[src/rtl/max7219_pkg.sv]
// -----------------------------------------------------------------------------
// max7219_pkg
// Shared definitions for the MAX7219 cascaded-chain driver:
//   - MAX7219 register addresses
//   - the power-up configuration word table
//   - the word transmitter state encoding
//   - chain geometry constants
// -----------------------------------------------------------------------------
package max7219_pkg;

  // Chain geometry: four devices, one 16-bit {addr, data} word each
  localparam int N_DEV      = 4;
  localparam int WORD_BITS  = 64;
  localparam int INIT_WORDS = 5;

  // MAX7219 register map
  localparam logic [7:0] REG_DIGIT0       = 8'h01;
  localparam logic [7:0] REG_DIGIT1       = 8'h02;
  localparam logic [7:0] REG_DIGIT2       = 8'h03;
  localparam logic [7:0] REG_DIGIT3       = 8'h04;
  localparam logic [7:0] REG_DIGIT4       = 8'h05;
  localparam logic [7:0] REG_DIGIT5       = 8'h06;
  localparam logic [7:0] REG_DIGIT6       = 8'h07;
  localparam logic [7:0] REG_DIGIT7       = 8'h08;
  localparam logic [7:0] REG_DECODE       = 8'h09;
  localparam logic [7:0] REG_INTENSITY    = 8'h0A;
  localparam logic [7:0] REG_SCAN_LIMIT   = 8'h0B;
  localparam logic [7:0] REG_SHUTDOWN     = 8'h0C;
  localparam logic [7:0] REG_DISPLAY_TEST = 8'h0F;

  // Configuration words in broadcast order. Entry 3 carries only the
  // intensity address; its data nibble comes from the driver parameter.
  localparam logic [15:0] INIT_TABLE [INIT_WORDS] = '{
    {REG_DISPLAY_TEST, 8'h00},
    {REG_SCAN_LIMIT,   8'h07},
    {REG_DECODE,       8'h00},
    {REG_INTENSITY,    8'h00},
    {REG_SHUTDOWN,     8'h01}
  };

  // Word transmitter phases
  typedef enum logic [2:0] {
    TX_IDLE,
    TX_LOAD,
    TX_SHIFT_LO,
    TX_SHIFT_HI,
    TX_HOLD,
    TX_GAP
  } txState_e;

  // One 16-bit configuration word, intensity substituted in at index 3
  function automatic logic [15:0] initEntry(input logic [2:0] idx,
                                            input logic [3:0] intensity);
    logic [15:0] w_entry;
    w_entry = INIT_TABLE[4];
    case (idx)
      3'd0:    w_entry = INIT_TABLE[0];
      3'd1:    w_entry = INIT_TABLE[1];
      3'd2:    w_entry = INIT_TABLE[2];
      3'd3:    w_entry = {INIT_TABLE[3][15:8], 4'h0, intensity};
      default: w_entry = INIT_TABLE[4];
    endcase
    return w_entry;
  endfunction

endpackage

[src/rtl/max7219_word_tx.sv]
// -----------------------------------------------------------------------------
// max7219_word_tx
// Shifts one 64-bit chain word out MSB first over DIN/CLK/LOAD.
// Phases: LOAD (1 cycle), 64 x {SHIFT_LO, SHIFT_HI} (CLK_DIV each),
// HOLD (CLK_DIV), GAP (2*CLK_DIV, CS high so the chain latches).
//
// Ports:
//   i_clk, i_rst_n  clock, asynchronous active-low reset
//   i_start         request a word; accepted in IDLE or on the GAP exit cycle
//   i_word          word to send, sampled during the LOAD cycle
//   o_load          high during the LOAD cycle
//   o_done          one-cycle pulse on the last GAP cycle
//   o_din, o_sclk, o_cs_n  registered serial link outputs
// -----------------------------------------------------------------------------
module max7219_word_tx
  import max7219_pkg::*;
#(
  parameter int CLK_DIV = 4
) (
  input  logic        i_clk,
  input  logic        i_rst_n,
  input  logic        i_start,
  input  logic [63:0] i_word,
  output logic        o_load,
  output logic        o_done,
  output logic        o_din,
  output logic        o_sclk,
  output logic        o_cs_n
);

  localparam logic [8:0] DIV_M1 = 9'(CLK_DIV - 1);
  localparam logic [8:0] GAP_M1 = 9'(2 * CLK_DIV - 1);

  txState_e    r_state;
  logic [8:0]  r_divCnt;
  logic [5:0]  r_bitCnt;
  logic [63:0] r_shift;
  logic        r_din;
  logic        r_sclk;
  logic        r_csN;

  txState_e    w_stateNext;
  logic [8:0]  w_divNext;
  logic [5:0]  w_bitNext;
  logic [63:0] w_shiftNext;
  logic        w_lastTick;
  logic        w_dinNext;
  logic        w_sclkNext;
  logic        w_csNNext;

  // Next-state logic. Each timed phase loads r_divCnt with its length minus
  // one on entry and leaves when it reaches zero. The pin values are derived
  // from the next state so that the registered pins line up with the phase.
  always_comb begin
    w_stateNext = r_state;
    w_divNext   = r_divCnt;
    w_bitNext   = r_bitCnt;
    w_shiftNext = r_shift;
    w_lastTick  = (r_divCnt == 9'd0);

    case (r_state)
      TX_IDLE: begin
        if (i_start) w_stateNext = TX_LOAD;
      end
      TX_LOAD: begin
        w_shiftNext = i_word;
        w_bitNext   = 6'd63;
        w_divNext   = DIV_M1;
        w_stateNext = TX_SHIFT_LO;
      end
      TX_SHIFT_LO: begin
        if (w_lastTick) begin
          w_divNext   = DIV_M1;
          w_stateNext = TX_SHIFT_HI;
        end else begin
          w_divNext = r_divCnt - 9'd1;
        end
      end
      TX_SHIFT_HI: begin
        if (w_lastTick) begin
          w_shiftNext = {r_shift[62:0], 1'b0};
          w_divNext   = DIV_M1;
          if (r_bitCnt == 6'd0) begin
            w_stateNext = TX_HOLD;
          end else begin
            w_bitNext   = r_bitCnt - 6'd1;
            w_stateNext = TX_SHIFT_LO;
          end
        end else begin
          w_divNext = r_divCnt - 9'd1;
        end
      end
      TX_HOLD: begin
        if (w_lastTick) begin
          w_divNext   = GAP_M1;
          w_stateNext = TX_GAP;
        end else begin
          w_divNext = r_divCnt - 9'd1;
        end
      end
      TX_GAP: begin
        if (w_lastTick) begin
          w_stateNext = i_start ? TX_LOAD : TX_IDLE;
        end else begin
          w_divNext = r_divCnt - 9'd1;
        end
      end
      default: w_stateNext = TX_IDLE;
    endcase

    w_csNNext  = !((w_stateNext == TX_SHIFT_LO) || (w_stateNext == TX_SHIFT_HI) ||
                   (w_stateNext == TX_HOLD));
    w_sclkNext = (w_stateNext == TX_SHIFT_HI);
    w_dinNext  = ((w_stateNext == TX_SHIFT_LO) || (w_stateNext == TX_SHIFT_HI)) ?
                 w_shiftNext[63] : 1'b0;
  end

  // State, counters, shifter and the registered link pins. Reset forces
  // CS high at once, which may latch a partial word in the chain.
  always_ff @(posedge i_clk or negedge i_rst_n) begin
    if (!i_rst_n) begin
      r_state  <= TX_IDLE;
      r_divCnt <= 9'd0;
      r_bitCnt <= 6'd0;
      r_shift  <= 64'd0;
      r_din    <= 1'b0;
      r_sclk   <= 1'b0;
      r_csN    <= 1'b1;
    end else begin
      r_state  <= w_stateNext;
      r_divCnt <= w_divNext;
      r_bitCnt <= w_bitNext;
      r_shift  <= w_shiftNext;
      r_din    <= w_dinNext;
      r_sclk   <= w_sclkNext;
      r_csN    <= w_csNNext;
    end
  end

  assign o_load = (r_state == TX_LOAD);
  assign o_done = (r_state == TX_GAP) && w_lastTick;
  assign o_din  = r_din;
  assign o_sclk = r_sclk;
  assign o_cs_n = r_csN;

endmodule

[src/rtl/max7219_chain_driver.sv]
// -----------------------------------------------------------------------------
// max7219_chain_driver
// Drives a 4-device cascaded MAX7219 chain: broadcasts the 5-word
// configuration sequence after reset or on request, then refreshes the
// eight row frames line1..line8 continuously.
//
// Ports:
//   i_clk, i_rst_n      clock, asynchronous active-low reset
//   i_line1..i_line8    64-bit row frames, [63:48] is the farthest device
//   i_reinit            single-cycle request to rerun configuration
//   o_max_din           serial data, MSB first
//   o_max_clk           serial clock, idles low
//   o_max_cs_n          load/chip-select, rising edge latches the chain
//   o_init_done         high while refreshing rows
//   o_frame_done        one-cycle pulse after the line8 word is latched
// -----------------------------------------------------------------------------
module max7219_chain_driver
  import max7219_pkg::*;
#(
  parameter int         CLK_DIV   = 4,
  parameter logic [3:0] INTENSITY = 4'h8,
  parameter int         N_ROWS    = 8
) (
  input  logic        i_clk,
  input  logic        i_rst_n,
  input  logic [63:0] i_line1,
  input  logic [63:0] i_line2,
  input  logic [63:0] i_line3,
  input  logic [63:0] i_line4,
  input  logic [63:0] i_line5,
  input  logic [63:0] i_line6,
  input  logic [63:0] i_line7,
  input  logic [63:0] i_line8,
  input  logic        i_reinit,
  output logic        o_max_din,
  output logic        o_max_clk,
  output logic        o_max_cs_n,
  output logic        o_init_done,
  output logic        o_frame_done
);

  localparam logic [2:0] LAST_ROW  = 3'(N_ROWS - 1);
  localparam logic [2:0] LAST_INIT = 3'(INIT_WORDS - 1);

  logic [2:0]  r_initIdx;
  logic [2:0]  r_rowIdx;
  logic        r_pending;
  logic        r_initDone;
  logic        r_frameDone;
  logic [63:0] r_frame [N_ROWS];

  logic [63:0] w_lines [N_ROWS];
  logic [63:0] w_word;
  logic [15:0] w_initEntry;
  logic        w_txLoad;
  logic        w_txDone;

  assign w_lines[0] = i_line1;
  assign w_lines[1] = i_line2;
  assign w_lines[2] = i_line3;
  assign w_lines[3] = i_line4;
  assign w_lines[4] = i_line5;
  assign w_lines[5] = i_line6;
  assign w_lines[6] = i_line7;
  assign w_lines[7] = i_line8;

  // Word presented to the transmitter. line1 is taken straight from the
  // input during its LOAD cycle because the snapshot is only written at
  // the end of that same cycle.
  always_comb begin
    w_initEntry = initEntry(r_initIdx, INTENSITY);
    w_word      = {N_DEV{w_initEntry}};
    if (r_initDone) begin
      if ((r_rowIdx == 3'd0) && w_txLoad) begin
        w_word = i_line1;
      end else begin
        w_word = r_frame[r_rowIdx];
      end
    end
  end

  // The driver always has a next word, so start is held high and words
  // follow each other back to back.
  max7219_word_tx #(
    .CLK_DIV (CLK_DIV)
  ) u_wordTx (
    .i_clk   (i_clk),
    .i_rst_n (i_rst_n),
    .i_start (1'b1),
    .i_word  (w_word),
    .o_load  (w_txLoad),
    .o_done  (w_txDone),
    .o_din   (o_max_din),
    .o_sclk  (o_max_clk),
    .o_cs_n  (o_max_cs_n)
  );

  // Sequencing happens only at word boundaries (transmitter done). A reinit
  // seen in the boundary cycle itself is honoured there; otherwise it is
  // parked in r_pending, so repeated pulses collapse into one restart.
  always_ff @(posedge i_clk or negedge i_rst_n) begin
    if (!i_rst_n) begin
      r_initIdx   <= 3'd0;
      r_rowIdx    <= 3'd0;
      r_pending   <= 1'b0;
      r_initDone  <= 1'b0;
      r_frameDone <= 1'b0;
      for (int k = 0; k < N_ROWS; k++) r_frame[k] <= 64'd0;
    end else begin
      r_frameDone <= 1'b0;
      if (w_txDone) begin
        r_frameDone <= r_initDone && (r_rowIdx == LAST_ROW);
        if (r_pending || i_reinit) begin
          r_initIdx  <= 3'd0;
          r_rowIdx   <= 3'd0;
          r_pending  <= 1'b0;
          r_initDone <= 1'b0;
        end else if (!r_initDone) begin
          if (r_initIdx == LAST_INIT) begin
            r_initIdx  <= 3'd0;
            r_rowIdx   <= 3'd0;
            r_initDone <= 1'b1;
          end else begin
            r_initIdx <= r_initIdx + 3'd1;
          end
        end else if (r_rowIdx == LAST_ROW) begin
          r_rowIdx <= 3'd0;
        end else begin
          r_rowIdx <= r_rowIdx + 3'd1;
        end
      end else if (i_reinit) begin
        r_pending <= 1'b1;
      end

      // Whole-frame snapshot so later rows never mix two input frames
      if (w_txLoad && r_initDone && (r_rowIdx == 3'd0)) begin
        for (int k = 0; k < N_ROWS; k++) r_frame[k] <= w_lines[k];
      end
    end
  end

  assign o_init_done  = r_initDone;
  assign o_frame_done = r_frameDone;

endmodule

[config.mk]
export PLATFORM = sky130hd
export DESIGN_NAME = max7219_chain_driver
export DESIGN_NICKNAME = d
export VERILOG_FILES = /design/src/rtl/max7219_pkg.sv /design/src/rtl/max7219_word_tx.sv /design/src/rtl/max7219_chain_driver.sv
export SDC_FILE = /design/constraint.sdc
export NUM_CORES = 1
export LEC_CHECK = 0
export CAP_MARGIN = 20
export CELL_PAD_IN_SITES_DETAIL_PLACEMENT = 1
export CELL_PAD_IN_SITES_GLOBAL_PLACEMENT = 1
export CORE_MARGIN = 2
export CORE_UTILIZATION = 30
export DETAILED_ROUTE_END_ITERATION = 12
export PLACE_DENSITY = 0.64
export SYNTH_ARGS = -nofsm -noshare
export SYNTH_HDL_FRONTEND = slang
export SYNTH_SLANG_ARGS = --single-unit
[constraint.sdc]
create_clock -name i_clk -period 2.8 [get_ports i_clk]
set_input_delay 0.42 -clock i_clk [delete_from_list [all_inputs] [get_ports i_clk]]
set_output_delay 0.42 -clock i_clk [all_outputs]
set_load 0.02 [all_outputs]
[Yosys cells after proc, flatten, opt, wreduce, memory -nomap -nowiden]
Cells that the tools add are included.
Cells by class
  add/subtract/negate cells: 4
  multipliers: 0
  div/mod/pow operators: 0
  order comparisons: 1
  eq/ne operators: 18
  shifts and indexed selects: 0
  multiplexer cells: 36
  bitwise gates (word level): 1
  reductions and logical operators: 25
Operators with widths (number)
  $mux 64: 5
  $bmux 64 s3: 1
  $pmux 64 s2: 1
  $pmux 11 s4: 1
  $mux 3: 12
  $pmux 9 s4: 1
  $mux 9: 3
  $eq 3x2->1 const B: 6
  $pmux 3 s6: 1
  $eq 3x3->1 const B: 5
  $mux 6: 2
  $pmux 6 s2: 1
  $reduce_and 2->1: 5
  $logic_not 3->1: 3
  $logic_not 9->1: 1
  $sub 9x1->9 const B: 1
  $mux 1: 8
  $add 3x1->3 const B: 2
  $eq 3x1->1 const B: 2
  $logic_not 6->1: 1
  $ne 2x2->1 const B: 3
  $sub 6x1->6 const B: 1
  $logic_and 1x1->1: 5
  $ge 4x4->1 const B: 1
  9 further kinds: 13
Storage, ports and cells
  register bits after elaboration: 606
  bits in latches: 0
  memory bits (writable): 0
  memory bits (read-only): 0
  input port bits: 515
  memories: 0

[Logic depth before layout (Yosys ltp)]
Gate-level depths: netlist of the first run.
  depth after elaboration: 8
  gate-level depth with buffers: 14
  depth with buffers taken out: 6

[Hierarchy]
Synthesis of the first run repeated with hierarchy kept, for this count alone.
Unflattened totals
  cell total of the unflattened synthesis: 2079
  area total of the unflattened synthesis: 28479.8 um^2
Modules (own cells, without submodules)
  max7219_chain_driver: instances 1, cells each 1661, area an instance 24552.3 um^2, seq. area each 13037.5 um^2
  max7219_word_tx: instances 1, cells each 418, area an instance 3927.5 um^2, seq. area each 2128.3 um^2

[Worst setup path before layout of the first run]
Ideal clock, no wire load.
  path kind: reg-to-reg
  from: register r_rowIdx[0]
  to: register u_wordTx.r_shift[13]
  setup time: 126 ps
  arrival time: 2863 ps
  required time: 2674 ps
  slack: -189 ps
  stages on the path, launching flop included: 15
  path buffers: 8
  period minus slack after synthesis: 2989 ps
  cell sequence: dfrtp_1 buf_2 buf_4 buf_4 buf_2 inv_1 ha_1 nor2b_1 buf_2 and2_1 buf_2 buf_2 clkbuf_1 a22o_1 a221o_1
Between the ends
  word-level cells in the longest chain between the ends: 7
Ends and longest elaborated chain
  start: declaration: RTL line max7219_chain_driver.sv:46  | logic [2:0] r_rowIdx;
  start signal: assignment: RTL line max7219_chain_driver.sv:129  | r_rowIdx <= r_rowIdx + 3'd1;
  $not 3->4 (not written as such): RTL line max7219_chain_driver.sv:77  | w_word = r_frame[r_rowIdx];
  $bmux 64 s3: RTL line max7219_chain_driver.sv:77
  $mux 64 (not written as such) (2 in a row): RTL line max7219_chain_driver.sv:77
  $mux 64 (*): RTL line max7219_chain_driver.sv:74  | if ((r_rowIdx == 3'd0) && w_txLoad) begin
  $mux 64 (*): RTL line max7219_chain_driver.sv:73  | if (r_initDone) begin
  $pmux 64 s2 (*): RTL line max7219_word_tx.sv:61  | case (r_state)
  end signal: assignment: RTL line max7219_word_tx.sv:133  | r_shift <= w_shiftNext;
  end: declaration: RTL line max7219_word_tx.sv:37  | logic [63:0] r_shift;
Mark *: on every way between the ends. The rest lies on a longest branch, timed or not. The select of a mux whose other input is x is not followed.
A chain may end at the register's enable or synchronous reset.

[Final worst setup path of the first run]
  from: register u_wordTx.r_divCnt[1]
  to: register u_wordTx.r_shift[34]
Between the ends
  word-level cells in the longest chain between the ends: 3
Ends and longest elaborated chain
  start: declaration: RTL line max7219_word_tx.sv:35  | logic [8:0] r_divCnt;
  start signal: assignment: RTL line max7219_word_tx.sv:131  | r_divCnt <= w_divNext;
  $logic_not 9->1: RTL line max7219_word_tx.sv:59  | w_lastTick = (r_divCnt == 9'd0);
  $ne 2x1->1 (no line)
  $reduce_and 2->1 (no line)
No other way between the ends.

==> metrics list, run 1 <==
- In the finished design, the share of the clock period the worst path needs comes to 90.7%.
- The setup path with the least slack is of type flop to flop.
- Final worst setup slack: 261 ps
* Leakage power figure: 0.0171 µW
- The detailed router finished its first iteration with 969 violations.
- DRC viols: 0
- Max incr delay on CP: approximately 650 ps
* Antenna Violating Nets Remaining: 0
* Core area: between 0.09 and 0.1 mm²
- Counting flops and latches in the post-synthesis netlist gives between 600 and 700.
- Setup repair after global routing left no endpoint under its margin.
- Via count of the routed design: around 19,000
* Cell with the most instances after synthesis: dfrtp_1
- Wires add up to between 90,000 and 100,000 µm.
* Crit-path cells: inv_1 -> ha_1 -> or4b_1 -> nor3_4 -> buf_12 -> a221o_1 -> a221o_1
* Post-layout instance area: 0.0376 mm²
* Clock latency on the worst-skew pair: roughly 620 ps
- The run finished with clean final reports.
- In this run switching power makes up 21.9% of total power.
- Slew at the pin closest to its max-slew limit: 1200 ps
- Minimum clock period after layout: 2540 ps
* Global-route wire length before repair: between 100,000 and 150,000 µm
* Peak VDD IR: 393 µV
- Post-Syn Nets: 2,351
* Clock slew at the register clock pins of the worst setup and hold paths: around 60 ps
- Share of the yosys chip area belonging to registers: 54.4%
* Die footprint: 0.0953 mm²
* Ranking of synthesized cells by instance count: dfrtp_1, mux2_2, mux4_2
- Placed insts: 3,545
- Of all flip-flops after synthesis, the portion carrying an async set or reset was 100%.
- H-tree levels: 3
- Count of pins over their slew limit: 0
- Top cell type by total area after synthesis: dfrtp_1
- The cell area that synthesis handed to floorplanning was between 0.02 and 0.03 mm².
* I/O pin total: 520
* Pre-CTS WS: 291 ps
- The share of total power dissipated in combinational logic is 5.4%.
- Dividing the detail-routed via count by the number of cells gives 5.04.
* Dominant synthesized flop cell: dfrtp_1
- Starting Density: 30.4%
- Number of buffers inserted during clock tree synthesis: 74
- Slew headroom: 19.8%
* Die Y: 309 µm
- Number of enable flip-flop cells after synthesis: 0
- The tightest min-delay check is of the input pin to async pin type.
- Critical path endpoint category: flop
- Final setup violating endpoints: 0
- met2 is the most crowded layer.
* Total congestion overflow: 0
- Placed instance area: 0.0351 mm²
- GRT met1 Usage: 24.5%
- The Yosys step of the flow raised 0 warnings.
- Max-cap violations in this run came to 0.
* GRT met2 Usage: between 30% and 40%
* Critical path required time: 3350 ps
- Area Overhead vs Synth: 35.0%
- After detailed routing, the average wire length per cell comes to ~25 µm.
- CTS saw between 600 and 700 sinks.
- In the final layout, the share of cells above drive strength 1 is 37.6%.
* HPWL after detailed placement: 67,600 µm
- Leaving out filler cells and counting taps, the final layout contains 3,698.
- Counting stages on the worst path, the most repeated cell is a221o_1.
* CTS tree: yes
- CTS placed an instance of clkbuf_16 at the clock tree root.
- CP Launch Type: flop
- Averaged over all synthesized cells, the footprint is 15.3 µm².
- The number of hold-slack violations in the final timing report came to 0.
- Share of power burned in registers: 44.5%
- In this run the biggest area consumer among cell types represents 54.3% of the synthesized area.
- Resize count post-CTS: 0
* Number of instances in the synthesized netlist: 1,826
- In this run the power density over the cells is 523 mW/mm².
- Family of cells with the greatest summed delay on the critical path: simple AND/OR/NAND/NOR gates
* Clock tree buffer depth: 3
- Distinct cell type count of the synthesized netlist: 71
- Maximum net fanout on the critical path: 21
- Of the total power, the clock network draws 50.1%.
- Die outline width: 309 µm
- Cell-internal power: 15,400 µW
- The analysis attributes to net switching a power of between 4000 and 5000 µW.
- Among all stages on the critical path, the largest delay is contributed by or4b_1.
* Global placement routability congestion: 0.824
- The initialized floorplan defines 111 standard-cell rows.
- The first detailed-routing pass took 5 iterations.
- The initial antenna violation count was 41.
- Clock Skews: 24.5 ps
* Port Buf Inserts: 519
- Buf/Inv on CP: 2
- Sum of negative setup slack: 0 ps
- STA puts the critical path data arrival time at just over 3000 ps.
* Layout net count: slightly below 3,000
- Largest net degree at the start of global routing: 100
* Via count of the first global-routing pass: 21,400
- Most area-consuming cells after synthesis: dfrtp_1, mux2_2, mux4_2, a221o_1, mux2i_1
- Met3 global-route usage: 5.17%
* Maximum frequency from static timing analysis: 394 MHz
- Gr usage total: 19.5%
-- what timing repair did --
item | in CTS | in global routing
buffers inserted | 0 | 0
hold buffers | 1 | 0
endpoints found under the hold margin | 36 | 0
-- worst paths after layout --
path / start / endpoint / slack (ps) / depth (start not counted)
worst max-delay path: u_wordTx.r_divCnt[1]$_DFFE_PN0P_ / u_wordTx.r_shift[34]$_DFFE_PN0P_ / 260 / 7
worst min-delay path: i_rst_n / r_frame[439]$_DFFE_PN0P_ / 320 / 2
worst max register to register: u_wordTx.r_divCnt[1]$_DFFE_PN0P_ / u_wordTx.r_shift[34]$_DFFE_PN0P_ / 260 / 7
worst min register to register: r_frame[472]$_DFFE_PN0P_ / r_frame[472]$_DFFE_PN0P_ / 500 / 1
max in group asynchronous: i_rst_n / r_frame[172]$_DFFE_PN0P_ / 1530 / 4
min in group i_clk: i_line5[16] / r_frame[208]$_DFFE_PN0P_ / 410 / 2
-- cells by family after synthesis --
group	after synthesis	synth area share, %
buffers and inverters	160	2.91
XOR/XNOR	1	0.0314
multiplexers	708	33.0
AO/OA/AOI/OAI	221	6.70
flip-flops	606	54.4
adder cells (fa/ha/maj)	13	0.557
AND/OR/NAND/NOR	117	2.42
-- layout make-up --
cell class	instances	area [µm²]
fill	9258	54200
sequential	606	15200
multi-input combinational	1060	11900
timing repair buffer	614	6350
clock buffer	102	2100
tap	1243	1560
clock inverter	29	377
inverter	23	86.3
antenna	21	52.6
-- through the flow --
stage / power, µW / util (%) / hold slack, ps
after floorplan: 8930 / - / 124
after global placement: 9980 / 38.2 / 392
after detailed placement: 9990 / 38.2 / 401
after CTS: 20000 / 40.9 / 337
after global routing: 20400 / 41.0 / 351
final: 19700 / 41.0 / 316
-- metal layers --
metal	share of wire (%)	wire length, µm	up-vias
li1	-	-	8118
met1	41	38100	9821
met2	50	45900	487
met3	6.4	5930	158
met4	2.3	2130	36
met5	0.26	241	-
-- flip-flops by register name, summed over array words and instances, names as in the netlist --
name and cells:
o_frame_done 1, o_init_done 1, r_frame 512, r_initIdx 3, r_pending 1, r_rowIdx 3, u_wordTx.o_cs_n 1, u_wordTx.o_din 1
u_wordTx.o_sclk 1, u_wordTx.r_bitCnt 6, u_wordTx.r_divCnt 9, u_wordTx.r_shift 64, u_wordTx.r_state 3
-- cells in the final DEF (no fill, tap or decap), drive strengths merged, types with 21 or more instances in the layout --
| cell | Yosys | layout |
|---|---|---|
| a21oi | 27 | 27 |
| a221o | 80 | 80 |
| a22o | 34 | 34 |
| buf | 97 | 95 |
| clkbuf | 40 | 102 |
| clkdlybuf4s50 | 0 | 518 |
| dfrtp | 605 | 605 |
| diode | 0 | 21 |
| inv | 23 | 29 |
| mux2 | 558 | 558 |
| mux2i | 38 | 38 |
| mux4 | 112 | 112 |
| nor2 | 22 | 22 |
-- power by group through the flow --
| stage | sequential, µW | combinational (µW) | clock (µW) |
|---|---|---|---|
| after floorplan | 8920 | 10.1 | 0 |
| after global placement | 8920 | 1060 | 0 |
| after detailed placement | 8920 | 1070 | 0 |
| after CTS | 8760 | 1080 | 10200 |
| after global routing | 8750 | 1130 | 10500 |
| final | 8760 | 1050 | 9850 |
No activity file was read; power rests on OpenSTA's default activity.
==> inputs of run 2 (changes only) <==
Settings changed: HOLD_SLACK_MARGIN set to 0.05, PLACE_DENSITY 0.64 to 0.62.
Clock period 2.8 ns to 2.55 ns, I/O delays scaled along.
==> run 2 against run 1 <==
  * Sequential cell count unchanged
  * First-iteration DRC count down 6.5%
  * Highest routed layer unchanged
  * Critical path type unchanged
  * Wire length up 0.56%
  * Hold slack better by 5.2 ps
  * Final area up 0.20%
==> metrics list, run 2 (same netlist as run 1, synthesis figures left out) <==
- Length in cells of the worst reg-to-reg path: 5
- In this run the static leakage power is 0.0171 µW.
- At the worst endpoint, the arrival time is 2830 ps.
- Once the floorplan was initialized, standard cells occupied 30.4% of the core.
* Clock tree buffer depth: 3
- The core region is 0.0918 mm².
* Max incr delay on CP: 740 ps
- The worst setup path is of the flop to flop kind.
* Crit-path cells: or4_1 -> nor2_4 -> o21ai_4 -> buf_12 -> a221o_1
- Using the TritonRoute via totals, the vias-per-cell ratio works out to 5.03.
- Global placement routability congestion: 0.838
* Max-cap violation count: 0
* Register name with the most flops: r_frame
- Across every metal layer, demand over resource in global routing totals 19.4%.
* DRC viols: 0
- The run finished with clean final reports.
- Via count of the first global-routing pass: 21,100
- For this design the ratio of total power to cell area is 570 mW/mm².
- Across all register-to-register paths, the minimum setup slack is 210 ps.
- Sum of negative setup slack: 0 ps
- Maximum net fanout on the critical path: 22
- Ratio of final minimum period to clock period: 91.8%
- Clock Skews: 25.5 ps
- Fraction of final layout cells sized beyond drive strength 1: approximately 38%
* H-tree levels: 3
- CTS placed an instance of clkbuf_16 at the clock tree root.
- The first routing iteration left 906 violations.
- At the worst endpoint, the required time is 3040 ps.
* Pre-CTS WS: 101 ps
- Clock sinks: 606
- Commonest cells after routing, fill and taps aside: dfrtp_1, mux2_2, clkdlybuf4s50_1, mux4_2, a221o_1
* Fillcell total: 9,239
* Origin of the critical flop-to-flop path: u_wordTx.r_divCnt[5]$_DFFE_PN0P_
- Setup repair after global routing left no endpoint under its margin.
- Count of pins over their slew limit: 0
* CP Launch Type: flop
- After the last flow step, the layout net total stands at just under 3,000.
- The die is 309 µm wide.
- Grouping stages by cell kind, the critical path spends the most delay in simple AND/OR/NAND/NOR gates.
* Total congestion overflow: 0
- Antenna Violating Nets Remaining: 0
- Input and output buffers added on the ports amount to 519.
- Final setup violating endpoints: 0
* Combined area of the multi-input logic cells: between 0.01 and 0.015 mm²
* Detailed-router iteration count before antenna repair: 5
* Clock latency on the worst-skew pair: 630 ps
* Buf/Inv on CP: 1
- Number of buffers inserted during clock tree synthesis: 75
- Entering global routing, the biggest net connects 57 pins.
- Post-CTS setup-driven buffer insertion count: 0
- Post-DR wirelength/cell: ~25 µm
- Worst hold path type: input pin to async pin
* Total chip power: 21,500 µW
- Reg2reg end: u_wordTx.r_shift[34]$_DFFE_PN0P_
- The initial antenna violation count is 39.
- Global-route wire length before repair: 138,000 µm
* Die Y: around 310 µm
- I/O pin total: 520
* Area Overhead vs Synth: 35.3%
- In this run the core area contains 111 standard-cell rows.
- The sequential cells in the finished layout cover a total of approximately 0.015 mm².
* Via count of the routed design: roughly 19,000
* Maximum frequency from static timing analysis: 427 MHz
- Clock-pin slew was measured on the worst setup and hold paths at 60 ps.
- Slew headroom: 45.3%
- Final worst setup slack: 209 ps
- TritonCTS built the clock tree.
- Total routed wirelength: slightly above 90,000 µm
- At the pin with the least slew margin, the transition time is around 800 ps.
- The number of hold-slack violations in the final timing report was 0.
* Max reg flops: 512
- On the critical path, the stage with the largest delay is an instance of or4_1.
- Minimum clock period after layout: about 2300 ps
* Most common cell after layout, fill and taps aside: dfrtp_1
* Die footprint: between 0.09 and 0.1 mm²
- Critical path endpoint category: flop
* HPWL after detailed placement: 68,500 µm
- Largest registers: r_frame x512, u_wordTx.r_shift x64, u_wordTx.r_divCnt x9
- VDD sags by at most roughly 430 µV.
run 2: cell count changes in the layout (fill, tap and decap cells not counted), sizes merged:
cell and delta:
inv -2, diode -5, clkinv -3, buf +8, clkbuf +6, bufinv -3
clkinvlp +3
run 2: layer usage:
layer / track usage [%] / vias up / routed length, µm
met2: 33.0 / 440 / 46900
met5: 0 / - / 317
met1: 24.1 / 9822 / 37900
met3: 5.08 / 192 / 5200
li1: - / 8116 / -
met4: 6.40 / 52 / 2570
run 2: final cells by class:
class	instances	share of cell area, %
Timing Repair Buffer	622	17.1
Multi-Input combinational cell	1060	31.6
Sequential cell	606	40.3
Tap cell	1243	4.13
Clock buffer	108	5.82
Antenna cell	16	0.106
Inverter	23	0.229
Clock inverter	24	0.714
run 2: power breakdown:
part	leakage [µW]	internal (µW)	total [µW]	switching, µW
sequential	0.00834	9620	9620	0.0000000000000178
clock	0.00121	6390	10700	4320
combinational	0.00755	741	1150	411
run 2: worst max path at each step:
stage                                           startpoint                          endpoint  cells past startpoint
final                     u_wordTx.r_divCnt[5]$_DFFE_PN0P_  u_wordTx.r_shift[34]$_DFFE_PN0P_                      5
after floorplan                    r_rowIdx[0]$_DFFE_PN0P_  u_wordTx.r_shift[60]$_DFFE_PN0P_                     14
after CTS                 u_wordTx.r_divCnt[1]$_DFFE_PN0P_  u_wordTx.r_shift[13]$_DFFE_PN0P_                      7
after global routing      u_wordTx.r_divCnt[1]$_DFFE_PN0P_  u_wordTx.r_shift[34]$_DFFE_PN0P_                      7
after detailed placement  u_wordTx.r_divCnt[1]$_DFFE_PN0P_  u_wordTx.r_shift[18]$_DFFE_PN0P_                      7
after global placement    u_wordTx.r_divCnt[1]$_DFFE_PN0P_  u_wordTx.r_shift[15]$_DFFE_PN0P_                      7
run 2: metrics by stage:
| step | hold WS [ps] | util, % | std cells | instance area, µm² |
|---|---|---|---|---|
| 6_report | 321 | 41.1 | 3702 | 37700 |
| 2_1_floorplan | 86.9 | - | 1826 | 28100 |
| 3_5_place_dp | 402 | 38.3 | 3553 | 35200 |
| 5_1_grt | 341 | 41.0 | 3698 | 37700 |
| 4_1_cts | 306 | 41.0 | 3686 | 37600 |
| 3_3_place_gp | 409 | 38.3 | 3553 | 35200 |
run 2: worst register-to-register path: stages, from the launching register on:
cell     delay (ps)
dfrtp_1         440
or4_1           740
nor2_4          220
o21ai_4         200
buf_12          240
a221o_1         380
run 2: timing repair:
item / 4_1_cts / 5_1_grt
gates resized for setup: 0 / 1
endpoints found under the hold margin: 35 / 0
setup endpoints to repair: 0 / 11
hold buffers: 1 / 0
==> inputs of run 3 (changes only) <==
Settings changed: CTS_CLUSTER_SIZE set to 20.
==> results of run 3 <==
Same layout as run 2: the final DEF is identical, and so are final timing and power.
